**src/rtl/ti_share_refresh_reg_pkg.sv**
```systemverilog
// ---------------------------------------------------------------------------
// ti_share_refresh_reg_pkg
// Shared constants and types for the 4-share threshold-implementation
// GF(2^4) inversion datapath:
//   - share width / share count
//   - 16-bit Fibonacci LFSR width, taps, default init and next-state helper
//   - encoding of the 2-entry skid buffer state
// ---------------------------------------------------------------------------
package ti_share_refresh_reg_pkg;

    localparam int SHARE_W = 4;
    localparam int SHARE_N = 4;

    localparam int LFSR_W = 16;
    // Tap positions (1-based polynomial terms x^16 + x^14 + x^13 + x^11)
    localparam int LFSR_TAP_A = 15;
    localparam int LFSR_TAP_B = 13;
    localparam int LFSR_TAP_C = 12;
    localparam int LFSR_TAP_D = 10;
    localparam logic [LFSR_W-1:0] LFSR_INIT_DEFAULT = 16'hACE1;

    // Number of LFSR bits consumed as refresh randomness (three masks)
    localparam int RAND_W = (SHARE_N - 1) * SHARE_W;

    typedef logic [SHARE_N-1:0][SHARE_W-1:0] shares_t;

    typedef enum logic [1:0] {
        BUF_EMPTY = 2'd0,
        BUF_ONE   = 2'd1,
        BUF_TWO   = 2'd2
    } buf_state_t;

    function automatic logic [LFSR_W-1:0] lfsr_next(input logic [LFSR_W-1:0] l);
        return {l[LFSR_W-2:0], l[LFSR_TAP_A] ^ l[LFSR_TAP_B] ^ l[LFSR_TAP_C] ^ l[LFSR_TAP_D]};
    endfunction

endpackage

```
**src/rtl/ti_lfsr16.sv**
```systemverilog
// ---------------------------------------------------------------------------
// ti_lfsr16
// 16-bit Fibonacci LFSR that supplies refresh randomness. Steps every cycle
// out of reset; a seed load replaces the step, with an all-zero seed mapped
// to 16'h0001 so the register can never lock up.
// Ports:
//   clk       clock
//   srst      synchronous active-high reset (loads INIT, ignores seed load)
//   seed_ld   load seed instead of stepping
//   seed      reseed value
//   rand_o    low 12 bits of the current LFSR value (three 4-bit masks)
// ---------------------------------------------------------------------------
module ti_lfsr16
    import ti_share_refresh_reg_pkg::*;
#(
    parameter logic [LFSR_W-1:0] INIT = LFSR_INIT_DEFAULT
) (
    input  logic              clk,
    input  logic              srst,
    input  logic              seed_ld,
    input  logic [LFSR_W-1:0] seed,
    output logic [RAND_W-1:0] rand_o
);

    logic [LFSR_W-1:0] lfsr_q;
    logic [LFSR_W-1:0] lfsr_d;

    always_comb begin
        lfsr_d = lfsr_next(lfsr_q);
        if (seed_ld) begin
            lfsr_d = (seed == '0) ? {{(LFSR_W-1){1'b0}}, 1'b1} : seed;
        end
    end

    always_ff @(posedge clk) begin
        if (srst) begin
            lfsr_q <= INIT;
        end else begin
            lfsr_q <= lfsr_d;
        end
    end

    assign rand_o = lfsr_q[RAND_W-1:0];

endmodule

```
**src/rtl/ti_share_refresh_reg.sv**
```systemverilog
// ---------------------------------------------------------------------------
// ti_share_refresh_reg
// Registered share-refresh stage in front of the first shared GF(2^4)
// inverter. Fresh LFSR masks are XORed into a 4-share nibble on accept (the
// fourth share absorbs all three masks so the unmasked value is unchanged),
// and the refreshed beat is held in a 2-entry skid buffer behind
// valid/ready handshakes. Every output is a flop.
// Ports:
//   ClkxCI / RstxRI        clock, synchronous active-high reset
//   XxDI0..3, ValidxSI     input shares and valid; ReadyxSO (registered)
//   QxDO0..3, ValidxSO     refreshed output shares and valid; ReadyxSI
//   SeedxDI, SeedLdxSI     LFSR reseed value and load strobe
// ---------------------------------------------------------------------------
module ti_share_refresh_reg
    import ti_share_refresh_reg_pkg::*;
#(
    parameter logic [LFSR_W-1:0] LFSR_INIT = LFSR_INIT_DEFAULT
) (
    input  logic               ClkxCI,
    input  logic               RstxRI,
    input  logic [SHARE_W-1:0] XxDI0,
    input  logic [SHARE_W-1:0] XxDI1,
    input  logic [SHARE_W-1:0] XxDI2,
    input  logic [SHARE_W-1:0] XxDI3,
    input  logic               ValidxSI,
    output logic               ReadyxSO,
    output logic [SHARE_W-1:0] QxDO0,
    output logic [SHARE_W-1:0] QxDO1,
    output logic [SHARE_W-1:0] QxDO2,
    output logic [SHARE_W-1:0] QxDO3,
    output logic               ValidxSO,
    input  logic               ReadyxSI,
    input  logic [LFSR_W-1:0]  SeedxDI,
    input  logic               SeedLdxSI
);

    logic [RAND_W-1:0] rand_bits;
    shares_t           x_in;
    shares_t           x_refr;
    logic [SHARE_W-1:0] mask_sum;

    buf_state_t state_q, state_d;
    shares_t    main_q, main_d;
    shares_t    skid_q, skid_d;
    logic       valid_q, valid_d;
    logic       ready_q, ready_d;

    logic accept;
    logic emit;

    ti_lfsr16 #(
        .INIT (LFSR_INIT)
    ) u_lfsr (
        .clk     (ClkxCI),
        .srst    (RstxRI),
        .seed_ld (SeedLdxSI),
        .seed    (SeedxDI),
        .rand_o  (rand_bits)
    );

    assign x_in = {XxDI3, XxDI2, XxDI1, XxDI0};

    // Shares 0..2 each take their own mask; the last share takes the XOR of
    // all masks so the sum over shares is preserved.
    generate
        for (genvar gi = 0; gi < SHARE_N - 1; gi++) begin : g_refresh
            assign x_refr[gi] = x_in[gi] ^ rand_bits[gi*SHARE_W +: SHARE_W];
        end
    endgenerate

    assign mask_sum = rand_bits[0 +: SHARE_W]
                    ^ rand_bits[SHARE_W +: SHARE_W]
                    ^ rand_bits[2*SHARE_W +: SHARE_W];
    assign x_refr[SHARE_N-1] = x_in[SHARE_N-1] ^ mask_sum;

    assign accept = ValidxSI & ready_q;
    assign emit   = valid_q & ReadyxSI;

    always_comb begin
        state_d = state_q;
        main_d  = main_q;
        skid_d  = skid_q;
        unique case (state_q)
            BUF_EMPTY: begin
                if (accept) begin
                    main_d  = x_refr;
                    state_d = BUF_ONE;
                end
            end
            BUF_ONE: begin
                if (accept && emit) begin
                    main_d = x_refr;
                end else if (accept) begin
                    skid_d  = x_refr;
                    state_d = BUF_TWO;
                end else if (emit) begin
                    // main keeps its last value; ValidxSO marks it stale
                    state_d = BUF_EMPTY;
                end
            end
            BUF_TWO: begin
                if (emit) begin
                    main_d  = skid_q;
                    state_d = BUF_ONE;
                end
            end
            default: begin
                state_d = BUF_EMPTY;
            end
        endcase
        // Handshake outputs are derived from the next state so they can be
        // registered without a combinational path from ReadyxSI/ValidxSI.
        valid_d = (state_d != BUF_EMPTY);
        ready_d = (state_d != BUF_TWO);
    end

    always_ff @(posedge ClkxCI) begin
        if (RstxRI) begin
            state_q <= BUF_EMPTY;
            main_q  <= '0;
            skid_q  <= '0;
            valid_q <= 1'b0;
            ready_q <= 1'b0;
        end else begin
            state_q <= state_d;
            main_q  <= main_d;
            skid_q  <= skid_d;
            valid_q <= valid_d;
            ready_q <= ready_d;
        end
    end

    assign QxDO0    = main_q[0];
    assign QxDO1    = main_q[1];
    assign QxDO2    = main_q[2];
    assign QxDO3    = main_q[3];
    assign ValidxSO = valid_q;
    assign ReadyxSO = ready_q;

endmodule
```
**config.mk**
```make
export PLATFORM = sky130hd
export DESIGN_NAME = ti_share_refresh_reg
export DESIGN_NICKNAME = d
export VERILOG_FILES = /design/src/rtl/ti_share_refresh_reg_pkg.sv /design/src/rtl/ti_lfsr16.sv /design/src/rtl/ti_share_refresh_reg.sv
export SDC_FILE = /design/constraint.sdc
export NUM_CORES = 1
export LEC_CHECK = 0
export CORE_ASPECT_RATIO = 0.75
export CORE_MARGIN = 10
export CORE_UTILIZATION = 40
export CTS_CLUSTER_SIZE = 12
export DETAILED_ROUTE_END_ITERATION = 6
export PLACE_DENSITY = 0.66
export SETUP_SLACK_MARGIN = 0.3
export SLEW_MARGIN = 20
export SYNTH_ARGS = -nofsm -noshare
export SYNTH_HDL_FRONTEND = slang
export SYNTH_HIERARCHICAL = 1
export SYNTH_SLANG_ARGS = --single-unit
```
**constraint.sdc**
```tcl
create_clock -name ClkxCI -period 1.7 [get_ports ClkxCI]
set_input_delay 0.255 -clock ClkxCI [delete_from_list [all_inputs] [get_ports ClkxCI]]
set_output_delay 0.255 -clock ClkxCI [all_outputs]
set_load 0.005 [all_outputs]
```
==> out/metrics.yaml, run 1 <==
vias_per_cell: 4.94
placed_area_um2: 3040
root_buffer: "clkbuf_8"
r2r-start: "state_q[0]"
diodes: 0
hold_class: "reg2reg"
p_int_uw: 1930
whs_path_depth: 2
grt_overflow_total: 0
met1Wirelength_um: 2750
relSlewSlack_pct: 58.0
grt_use_total_pct: 11.9
setup_slack_ps: 360
wl_met3_um: 353
cts-buffers-inserted: 5
die_h_um: 87.8
worstSetupPathType: "reg2reg"
start_kind: "flop"
drt-initial-drc-count: 72
swShare_pct: 26.2
path_cells: "a21bo_4 -> nor3_4 -> buf_12 -> nor2_1 -> a211oi_1"
drive_above_1_share_pct: 13.6
yosysMostFrequentCell: "dfxtp_1"
grt_pass1_wl_um: 9250
hpwl_um: 4320
register_area_um2: 1050
power.density_nw_per_um2: 826
syn_area_per_cell_um2: 9.38
yosys.area_share.simple_pct: 15.4
synthTopCellsByArea: "dfxtp_1 (43%), xnor2_1 (7.5%), mux2i_1 (4.9%)"
crit_family: "compound AO/OA/AOI/OAI gates"
fin_crit_sh_pct: 78.8
initial_core_util_pct: 41.6
area_growth_pct: 29.5
synth_top_family_by_area: "compound AO/OA/AOI/OAI gates"
final_nets: 345
path_buf_inv: 1
synth_seq_cells: 52
synthesis.area_um2: 2450
dr_total_vias: 1912
synth-async-reset-ratio_pct: 0
whs_ps: 453
clkPwrFrac_pct: 27.5
power_uw: 2620
grt_pass1_vias: 1889
clk_pin_slew_ps: 90
die_width_um: 110
synth-compound-area-share_pct: 19.3
synth_xor_area_share_pct: 9.66
leakage_uw: 0.00126
whs_endpoint: "QxDO1[0]"
cap_violations: 0
rsz0062_at_grt: "true"
peakVddDrop_v: 0.000309
combPwrFrac_pct: 20.8
h-tree-depth: 2
clockBufferDepth: 2
critPathSlowestCell: "dfxtp_2"
numPortBuffers: 54
cp.arrival_ps: 1550
cpPeakStageDelay_ps: 370
clk_latency_ps: 300
synth_edf_count: 0
synth_top_area_cell: "dfxtp_1"
ys_seq_area_share_pct: 42.5
synthTopCellsByCount: "dfxtp_1 (52), nand2_1 (30), nor2_1 (29), xnor2_1 (21), a21oi_1 (19)"
first_pass_iters: 4
wirelength_um: 5710
postLayoutCellArea_um2: 3170
rr_endpoint: "skid_q[10]"
period_needed_ps: 1340
cp_max_fo: 27
min_from: "QxDO1[0]"
num-fill-cells: 577
clock.fmax_mhz: 746
setup_viol: 0
dieArea_um2: 9680
hold_viol: 0
wl_per_cell_um: 14.8
num_io_pins: 55
core_um2: 5890
drcViolationCount: 0
postSynthCellCount: 261
wl_met2_um: 2580
drv_slew: 0
synthAdderAreaFrac_pct: 0
ctsHoldBuffers: 0
synth.area.mux_share_pct: 5.37
run_status: "finished clean"
yosysWarnings: 6
tightest_slew_ps: 630
cts_sinks: 52
r2r_cells: 5
place.gp.congestion: 0.817
grt_max_degree: 31
cts_tree: "yes"
fin_skew_ps: 4.85
top_layer_used: "met4"
critPathCaptureType: "flop"
required_ps: 1910
yosysTopAreaCellShare_pct: 42.5
rrSetupSlack_ps: 360
p_sw_uw: 688
power_frac_seq_pct: 51.7
place_ws_ps: 1.97
rows: 24
ys_types: 33
multi_input_area_um2: 1220
grt_antenna_before_repair: 0
syn-num-nets: 298
drt.antenna.violating_nets: 0
synth_ff_type: "dfxtp_1"
tns_ps: 0
==> cell type report <==
class | instances | share of cell area (%)
multi-input cells | 181 | 38.5
flip-flops and latches | 52 | 33.1
repair buffers | 68 | 22.3
well taps | 78 | 3.08
clock buffers | 7 | 2.72
clock inverters | 1 | 0.237
==> metrics by stage <==
stage,instances,util (%)
2_1_floorplan,261,-
3_3_place_gp,376,51.6
3_5_place_dp,376,51.6
4_1_cts,384,52.9
5_1_grt,387,53.9
6_report,387,53.9
==> worst min-delay path, stage by stage (launching register included) <==
cell     delay [ps]
dfxtp_1         310
nand2_1          50
a21oi_1          50
==> layer usage <==
metal | up-vias | track usage (%)
li1 | 989 | -
met1 | 878 | 14.9
met2 | 43 | 19.3
met3 | 2 | 3.82
met4 | 0 | 3.14
met5 | - | 0
==> power groups by stage <==
stage	clock [uW]	sequential (uW)	combinational (uW)
3_3_place_gp	0	1380	545
2_1_floorplan	0	1360	351
4_1_cts	748	1360	533
6_report	720	1350	545
3_5_place_dp	0	1390	551
5_1_grt	799	1370	598
==> cell families after synthesis <==
family | count (synthesis)
XOR/XNOR | 27
buffers and inverters | 28
AO/OA/AOI/OAI | 60
AND/OR/NAND/NOR | 81
multiplexers | 13
flip-flops | 52
==> worst max path at each step <==
stage / startpoint / endpoint / slack (ps) / cells after the start
floorplan: state_q[1] / QxDO3[2] / 310 / 5
global placement: ReadyxSI / skid_q[12] / 30 / 6
detailed placement: ReadyxSI / skid_q[12] / 2 / 6
CTS: ValidxSO / ValidxSO / 270 / 1
global route: state_q[0] / skid_q[12] / 260 / 5
finish: state_q[0] / skid_q[10] / 360 / 5
==> flip-flops by register name, summed over array words and instances (netlist names) <==
signal	cells
skid_q	16
u_lfsr/lfsr_q	16
QxDO0	4
QxDO1	4
QxDO2	4
QxDO3	4
state_q	2
ReadyxSO	1
ValidxSO	1
==> layout by cell type, fill, tap and decap left out, types with 2 or more instances in the layout <==
cell and n:
dfxtp_1 47, nor4_1 4, xor2_1 6, clkbuf_8 6
xnor2_1 21, o211ai_1 16, clkdlybuf4s50_1 34, buf_4 7
mux2i_1 12, a211oi_2 8, dlymetal6s2s_1 2, nand2b_1 5
nor2_1 29, a211o_1 7, buf_12 5, dlygate4sd2_1 17
a21oi_1 19, and2b_1 6, nor2b_1 2, nand2_1 30
dfxtp_2 4, a211oi_1 4
==> repair_timing <==
| item | 4_1_cts | 5_1_grt |
|---|---|---|
| cloned | 0 | 1 |
| endpoints found under the setup margin | 34 | 20 |
| hold endpoints to repair | 0 | 0 |
| resized for setup | 21 | 6 |
| pin swaps | 0 | 2 |
| buffers inserted | 0 | 2 |
(Power assumes the default switching activity.)
==> run 2: changes to the inputs <==
- clock period: 1.7 -> 1.3 ns (I/O delays scaled with it)
==> run 2 against run 1 <==
- via count grew 5.0%
- clock power grew 35%
- hold slack lost 270 ps
- core utilization grew 4.9 points
- first-iteration DRC count shrank 11%
- sequential share of layout area shrank 2.2 points
- the run now ends with setup timing left
- wire length grew 10%
- setup slack lost 440 ps
- register-to-register slack lost 440 ps
- die area is the same
- final cell count grew 6.2%
==> out/metrics.yaml, run 2 (synthesis results as in run 1) <==
h-tree-depth: 2
grt.met2_usage_pct: 21.4
whs_endpoint: "u_lfsr/lfsr_q[5]"
period_needed_ps: 1380
final_common_cell: "dfxtp_1"
placed_area_um2: 3210
setup_slack_ps: -77.9
die_width_um: 110
root_buffer: "clkbuf_8"
area_growth_pct: 41.2
whs_path_depth: 2
min_from: "SeedxDI[5]"
path_cells: "buf_6 -> a21bo_4 -> nor3_4 -> buf_12 -> nor2_1 -> a211oi_1"
cp.arrival_ps: 1600
critPathCaptureType: "flop"
met3_usage_pct: 4.70
diodes: 0
cts-buffers-inserted: 5
grt_antenna_before_repair: 0
run_status: "finished with violations"
p_sw_uw: 971
grt.busiest_layer: "met2"
clk_latency_ps: 310
worstSetupPathType: "reg2reg"
fin_skew_ps: 10.7
r2r_cells: 6
finish.utilization_pct: 58.8
setup_viol: 32
power.density_nw_per_um2: 1030
p_int_uw: 2600
clkPwrFrac_pct: 27.3
die_h_um: 87.8
hold_class: "in2reg"
cts_sinks: 52
grt_overflow_total: 0
whs_ps: 187
final_nets: 369
cts_tree: "yes"
drt.antenna.violating_nets: 0
cp_max_fo: 27
peakVddDrop_v: 0.000479
hold_viol: 0
grt_pass1_vias: 2079
reg_top3: "skid_q x16, u_lfsr/lfsr_q x16"
critPathSlowestCell: "dfxtp_2"
dr_total_vias: 2008
required_ps: 1530
vias_per_cell: 4.89
fin_crit_sh_pct: 106
combPwrFrac_pct: 22.9
postLayoutCellArea_um2: 3460
place.gp.congestion: 0.812
start_kind: "flop"
clockBufferDepth: 2
grt_use_met1_pct: 16.3
grt_use_total_pct: 13.3
rsz0062_at_grt: "true"
leakage_uw: 0.00147
drt-initial-drc-count: 64
tightest_slew_ps: 490
rows: 24
violations: "setup timing"
first_pass_iters: 4
clk_pin_slew_ps: 100
drv_slew: 0
grt_pass1_wl_um: 10200
relSlewSlack_pct: 67.3
rrSetupSlack_ps: -80
r2r-start: "ValidxSO"
power_frac_seq_pct: 49.8
drive_above_1_share_pct: 33.0
grt_max_degree: 28
num_io_pins: 55
rr_endpoint: "skid_q[10]"
numPortBuffers: 54
drcViolationCount: 0
num-fill-cells: 538
swShare_pct: 27.2
wl_per_cell_um: 15.3
cpPeakStageDelay_ps: 330
clock.fmax_mhz: 726
dieArea_um2: 9680
core_um2: 5890
final_cell_mix: "dfxtp_1 (31), nand2_1 (28), nor2_1 (28), buf_4 (23)"
initial_core_util_pct: 41.6
wirelength_um: 6310
cap_violations: 0
hpwl_um: 4530
run 2: changes by cell type in the layout (fill, tap and decap cells not counted), moves of 2 or more:
cell	change
nand2_1	-2
clkdlybuf4s50_1	-13
buf_4	+16
nor4_1	-4
buf_2	+16
buf_6	+7
nor4_2	+3
dlymetal6s2s_1	+10
dlygate4sd2_1	-15
dfxtp_1	-16
nand2_2	+2
dfxtp_2	+16
run 2: power groups by stage:
stage          sequential (uW)  combinational, uW  clock, uW
2_1_floorplan             1780                468          0
3_3_place_gp              1800                779          0
3_5_place_dp              1810                794          0
4_1_cts                   1770                796        997
5_1_grt                   1790                902       1060
6_report                  1780                816        974
run 2: final cells by class:
| class | instances | area, um2 | share of cell area, % |
|---|---|---|---|
| multi-input combinational | 181 | 1290 | 37.2 |
| clock buffer | 7 | 86.3 | 2.50 |
| clock inverter | 1 | 6.26 | 0.181 |
| tap | 78 | 97.6 | 2.82 |
| sequential | 52 | 1070 | 30.9 |
| timing repair buffer | 92 | 911 | 26.3 |
run 2: worst max-delay path by stage:
stage	from	cells after the start	slack [ps]	to
detailed placement	ReadyxSI	6	-330	skid_q[12]
finish	ValidxSO	6	-80	skid_q[10]
CTS	ValidxSO	6	-80	skid_q[12]
global placement	ReadyxSI	6	-320	skid_q[13]
floorplan	state_q[0]	5	-80	skid_q[0]
global route	ValidxSO	6	-160	skid_q[12]
run 2: worst max-delay path: cells and delay by family (launching register included):
kind,cells,cell delay [ps]
flops,1,330
compound gates,2,450
buf+inv,2,310
simple gates,2,200
run 2: stage by stage:
step / power [uW] / setup slack, ps / setup TNS [ps] / std cells
floorplan: 2250 / -76.0 / -814 / 261
global placement: 2580 / -319 / -9990 / 396
detailed placement: 2600 / -335 / -10720 / 396
CTS: 3570 / -78.7 / -1360 / 408
global route: 3750 / -156 / -3460 / 411
finish: 3570 / -77.9 / -1350 / 411
run 2: layer usage:
metal | vias to the layer above | share of wire (%)
li1 | 1030 | -
met1 | 928 | 47
met2 | 42 | 45
met3 | 8 | 6.7
met4 | 0 | 1.0
met5 | - | 0
run 2: what timing repair did:
| item | 4_1_cts | 5_1_grt |
|---|---|---|
| gates resized for setup | 108 | 22 |
| pin swaps | 16 | 10 |
| endpoints found under the setup margin | 63 | 39 |
| cloned | 1 | 2 |
| hold buffers | 0 | 0 |
| buffers inserted | 3 | 1 |
